### config.mk
export PLATFORM = sky130hd
export DESIGN_NAME = mem_access_unit
export DESIGN_NICKNAME = d
export VERILOG_FILES = /design/src/rtl/mem_access_unit.sv
export SDC_FILE = /design/constraint.sdc
export NUM_CORES = 1
export LEC_CHECK = 0
export BUFFER_PORTS_ARGS = -buffer_cell sky130_fd_sc_hd__buf_2
export CAP_MARGIN = 20
export CORE_MARGIN = 2
export CORE_UTILIZATION = 30
export CTS_BUF_LIST = sky130_fd_sc_hd__clkbuf_4 sky130_fd_sc_hd__clkbuf_8
export DETAILED_ROUTE_END_ITERATION = 7
export GPL_ROUTABILITY_DRIVEN = 1
export GPL_TIMING_DRIVEN = 0
export HOLD_SLACK_MARGIN = 0.08
export PLACE_DENSITY_LB_ADDON = 0.3
export REMOVE_ABC_BUFFERS = 1
export SETUP_SLACK_MARGIN = 0.05
export SLEW_MARGIN = 20
export SYNTH_ARGS = -nofsm -noshare
export SYNTH_HDL_FRONTEND = slang
export SYNTH_SLANG_ARGS = --single-unit
### constraint.sdc
create_clock -name clk -period 2.1 [get_ports clk]
set_input_delay 0.63 -clock clk [delete_from_list [all_inputs] [get_ports clk]]
set_output_delay 0.63 -clock clk [all_outputs]
set_load 0.005 [all_outputs]
### src/rtl/mem_access_unit.sv
// MEM stage of the pipeline: drives a request/ack data memory port, stalls the
// pipeline while an access is outstanding and feeds the MEM/WB register.
`ifndef DSIZE
`define DSIZE 32
`endif
`ifndef ASIZE
`define ASIZE 5
`endif
`ifndef ISIZE
`define ISIZE 32
`endif

module mem_access_unit #(
   parameter int         DSIZE = `DSIZE,
   parameter int         ASIZE = `ASIZE,
   parameter int         ISIZE = `ISIZE,
   parameter logic [7:0] TMO   = 8'd255
) (
   input  logic             clk,
   input  logic             rst_n,
   input  logic [DSIZE-1:0] aluout_in,
   input  logic [DSIZE-1:0] rdata2_in,
   input  logic [ASIZE-1:0] waddr_in,
   input  logic             wen_in,
   input  logic             memread_in,
   input  logic             memwrite_in,
   input  logic             memtoreg_in,
   input  logic             jal_in,
   input  logic [ISIZE-1:0] PCOUT_in,
   output logic             stall,
   output logic             dmem_req,
   output logic             dmem_we,
   output logic [DSIZE-1:0] dmem_addr,
   output logic [DSIZE-1:0] dmem_wdata,
   input  logic [DSIZE-1:0] dmem_rdata,
   input  logic             dmem_ack,
   output logic [DSIZE-1:0] wb_data,
   output logic [ASIZE-1:0] wb_waddr,
   output logic             wb_wen,
   output logic             err
);

   typedef enum logic {IDLE = 1'b0, BUSY = 1'b1} state_t;

   state_t           state;
   logic [7:0]       cnt;
   logic             memop;
   logic             illegal;
   logic             timeout;
   logic             bubble;
   logic [DSIZE-1:0] wb_next;

   assign memop   = memread_in | memwrite_in;
   assign illegal = memread_in & memwrite_in;
   // cnt holds the number of BUSY cycles already spent, so the TMO-th BUSY cycle aborts
   assign timeout = (state == BUSY) && !dmem_ack && (cnt == TMO - 8'd1);

   always_comb begin
      stall  = 1'b0;
      bubble = 1'b0;
      if (rst_n) begin
         case (state)
            IDLE: begin
               if (illegal)    bubble = 1'b1;
               else if (memop) stall  = 1'b1;
            end
            BUSY: begin
               if (timeout)        bubble = 1'b1;
               else if (!dmem_ack) stall  = 1'b1;
            end
            default: ;
         endcase
      end
   end

   always_comb begin
      wb_next = aluout_in;
      if (jal_in)           wb_next = DSIZE'(PCOUT_in);
      else if (memtoreg_in) wb_next = dmem_rdata;
   end

   always_ff @(posedge clk or negedge rst_n) begin
      if (!rst_n) begin
         state      <= IDLE;
         cnt        <= '0;
         dmem_req   <= 1'b0;
         dmem_we    <= 1'b0;
         dmem_addr  <= '0;
         dmem_wdata <= '0;
         wb_data    <= '0;
         wb_waddr   <= '0;
         wb_wen     <= 1'b0;
         err        <= 1'b0;
      end else begin
         case (state)
            IDLE: begin
               if (illegal) begin
                  err <= 1'b1;
               end else if (memop) begin
                  dmem_req   <= 1'b1;
                  dmem_we    <= memwrite_in;
                  dmem_addr  <= aluout_in;
                  dmem_wdata <= rdata2_in;
                  cnt        <= '0;
                  state      <= BUSY;
               end
            end
            BUSY: begin
               if (dmem_ack) begin
                  dmem_req <= 1'b0;
                  state    <= IDLE;
               end else if (timeout) begin
                  dmem_req <= 1'b0;
                  err      <= 1'b1;
                  state    <= IDLE;
               end else begin
                  cnt <= cnt + 8'd1;
               end
            end
            default: state <= IDLE;
         endcase

         if (stall) begin
            wb_wen <= 1'b0;
         end else begin
            wb_waddr <= waddr_in;
            wb_data  <= wb_next;
            wb_wen   <= !bubble && wen_in && (waddr_in != '0);
         end
      end
   end

endmodule

==> run_results.csv <==
group,metric,value,unit
run_status,outcome,"finished, violations left",
run_status,failed_checks,"setup timing",
floorplan,start_util,30.9,%
floorplan,die-area,18300,sq um
pwr,leakage,3.95,nW
place,hpwl,10000,microns
routing,dr.pass1.iters,4,
yosys,ys_top_cells_by_area,"dfrtp_1 55%, nand2_1 17%, mux2_2 7.6%",
timing,setup_ws,-0.208,ns
clock_tree,clockBufferDepth,2,
timing,fmax,0.433,GHz
routing,routed_via_density,4.47,
routing,antenna_left,0,
floorplan,rows,47,
clock_tree,root_buffer,"clkbuf_8",
yosys,syn_avg_cell_area,9.68,sq um
routing,drt_iter0_drc,176,
global_route,antenna_found_initial,0,
timing,rsz0062_at_grt,"true",
clock_tree,clk_latency,0.42,ns
worst_setup_path,critPathKind,"input pin to primary output",
clock_tree,cts_tree,"yes",
worst_setup_path,arrival,1.68,ns
place,gp_congestion,0.740,
clock_tree,cts-htree-levels,4,
finish,synthToLayoutAreaGrowth,40.5,%
place,dpl_cell_area,6670,sq um
yosys,synthDistinctLibCells,31,
job,cap_violations,0,
pwr,power_density,942,nW/um^2
timing,hold_viol,0,
yosys,synth-xor-area-share,0,%
global_route,first_global_vias,4737,
timing,slew_violations,0,
global_route,grt_overflow_total,0,
floorplan,core,16700,sq um
yosys,seq_area_frac_synth,55.2,%
global_route,grt_max_degree,65,
yosys,async_reset_ff_share,100,%
floorplan,die_y,135,microns
clock_tree,cts_sinks,114,
yosys,synth_edf_count,0,
yosys,synth.top_cell.area_share,55.2,%
timing,setup_viol,1,
worst_setup_path,r2r-start,"cnt[0]",
worst_hold_path,min_path_type,"input pin to asynchronous set/reset pin",
global_route,track_usage,16.4,%
routing,dr_total_vias,4585,
yosys,synth_compound_area_share,6.10,%
yosys,synthFlopType,"dfrtp_1",
clock_tree,clk_pin_slew,0.06,ns
yosys,yosysWarnings,0,
worst_setup_path,worstPathMaxFanout,2,
yosys,yosys.area_share.simple,20.0,%
finish,multi_input_area,2160,sq um
global_route,grt_pass1_wl,23400,microns
finish,nets,938,
worst_setup_path,reg2reg_slack,0.26,ns
worst_setup_path,reg2reg_depth,6,
timing,period_needed,2.31,ns
worst_setup_path,crit_required,1.47,ns
floorplan,die_x,135,microns
yosys,synth_seq_cells,114,
yosys,synth_fa_ha_area_share,0.968,%
finish,fillers,1668,
yosys,synth_top_family_by_area,"simple AND/OR/NAND/NOR gates",
routing,wl_per_cell,14.3,microns
yosys,synth.cell_area,5170,sq um
yosys,synthMuxAreaShare,14.3,%
finish,fin_area,7260,sq um
yosys,netlist_top_cells_count,"232 x nand2_1, 114 x dfrtp_1, 37 x o21ai_0",
worst_setup_path,critPathCaptureType,"primary output",
worst_setup_path,cp-start-kind,"input pin",
timing,skew,0.00654,ns
worst_setup_path,r2r-end,"cnt[5]",
finish,layout-drive-gt1-share,43.5,%
pwr,ir_drop,0.366,mV
clock_tree,cts_inserted_buffers,17,
yosys,synth_top_area_cell,"dfrtp_1",
floorplan,io_pins,247,
timing,finalCritPeriodShare,110,%
finish,fin_util,43.5,%
finish,antenna_cells,0,
finish,register_area,2860,sq um
routing,drc,0,
yosys,synthCells,534,
timing,slew_headroom,28.3,%
place,io_buffers,246,
routing,totalWireLength,14700,microns
yosys,synth.most_common_cell,"nand2_1",
timing,worst-slew-pin-transition,1.08,ns
-- repair_timing --
item / in CTS / in global routing
resized for setup: 12 / 1
gates cloned: 2 / 0
endpoints found under the setup margin: 26 / 1
setup buffers: 11 / 0
pin swaps: 4 / 0
endpoints found under the hold margin: 54 / 33
-- flip-flops by register name (all words and copies together) (netlist names) --
name and count:
state 1, dmem_we 1, dmem_req 1, cnt 8, dmem_wdata 32, dmem_addr 32, wb_wen 1, err 1
wb_waddr 5, wb_data 32
-- stage by stage --
step                TNS [ns]  hold slack (ns)  worst slack, ns  instances  total power [mW]
floorplan            -183.97            0.334            -2.87        504              3.83
global placement     -591.38            0.452            -5.68        970              4.81
detailed placement    -15.62            0.456           -0.807        979              4.88
CTS                   -0.233           0.0524           -0.233       1024              6.97
global route          -0.288            0.115           -0.288       1026              7.36
finish                -0.208            0.140           -0.208       1026              6.84
-- final cells by class --
cell class                 count  share of cell area [%]
clock buffer                  22                    3.91
clock inverter                10                    1.17
inverter                       8                   0.517
multi-input combinational    382                    29.7
sequential                   114                    39.3
timing repair buffer         270                    21.6
tap                          220                    3.79
-- layout by cell type, fill, tap and decap left out, types with 5 or more instances in the layout --
cell / count
or4_1: 5
o21ai_0: 37
dfrtp_1: 111
mux2_2: 35
clkinv_2: 5
clkbuf_8: 19
mux2i_1: 32
buf_2: 244
buf_4: 15
inv_1: 6
nand2_1: 231
nand3_1: 6
-- kinds of logic after synthesis --
group	count (synthesis)
adder cells (fa/ha/maj)	4
AND/OR/NAND/NOR	259
flip-flops	114
AO/OA/AOI/OAI	50
multiplexers	69
buffers and inverters	38
-- layer usage --
layer  up-vias  GRT usage [%]  part of all wire (%)
met5         -              0                     0
met4         0           6.42                   1.7
met3        16           5.09                   6.9
met2       161           28.6                    50
met1      2131           18.8                    41
li1       2277              -                     -
-- where the power goes --
group / internal (mW) / total, mW / leakage, nW / switching, mW
registers: 2.73 / 2.99 / 1.39 / 0.267
logic: 0.943 / 1.93 / 2.37 / 0.982
clock network: 1.02 / 1.92 / 0.185 / 0.896
total: 4.69 / 6.84 / 3.95 / 2.15
-- worst max path at each step --
| stage | from | endpoint | cells after the start | slack [ns] |
|---|---|---|---|---|
| 3_5_place_dp | rst_n | stall | 6 | -0.81 |
| 5_1_grt | cnt[0] | stall | 7 | -0.29 |
| 6_report | memwrite_in | stall | 8 | -0.21 |
| 3_3_place_gp | memread_in | cnt[5] | 6 | -5.68 |
| 2_1_floorplan | memread_in | cnt[5] | 5 | -2.87 |
| 4_1_cts | cnt[0] | stall | 7 | -0.23 |
-- worst max-delay path, cell delays in order --
cell and delay, ns:
buf_2 0.09, inv_1 0.05, ha_1 0.26, nor2b_1 0.26
o21ai_4 0.11, clkbuf_16 0.16, inv_8 0.04, buf_6 0.08
Note: power is estimated with default switching activity, not from simulation.
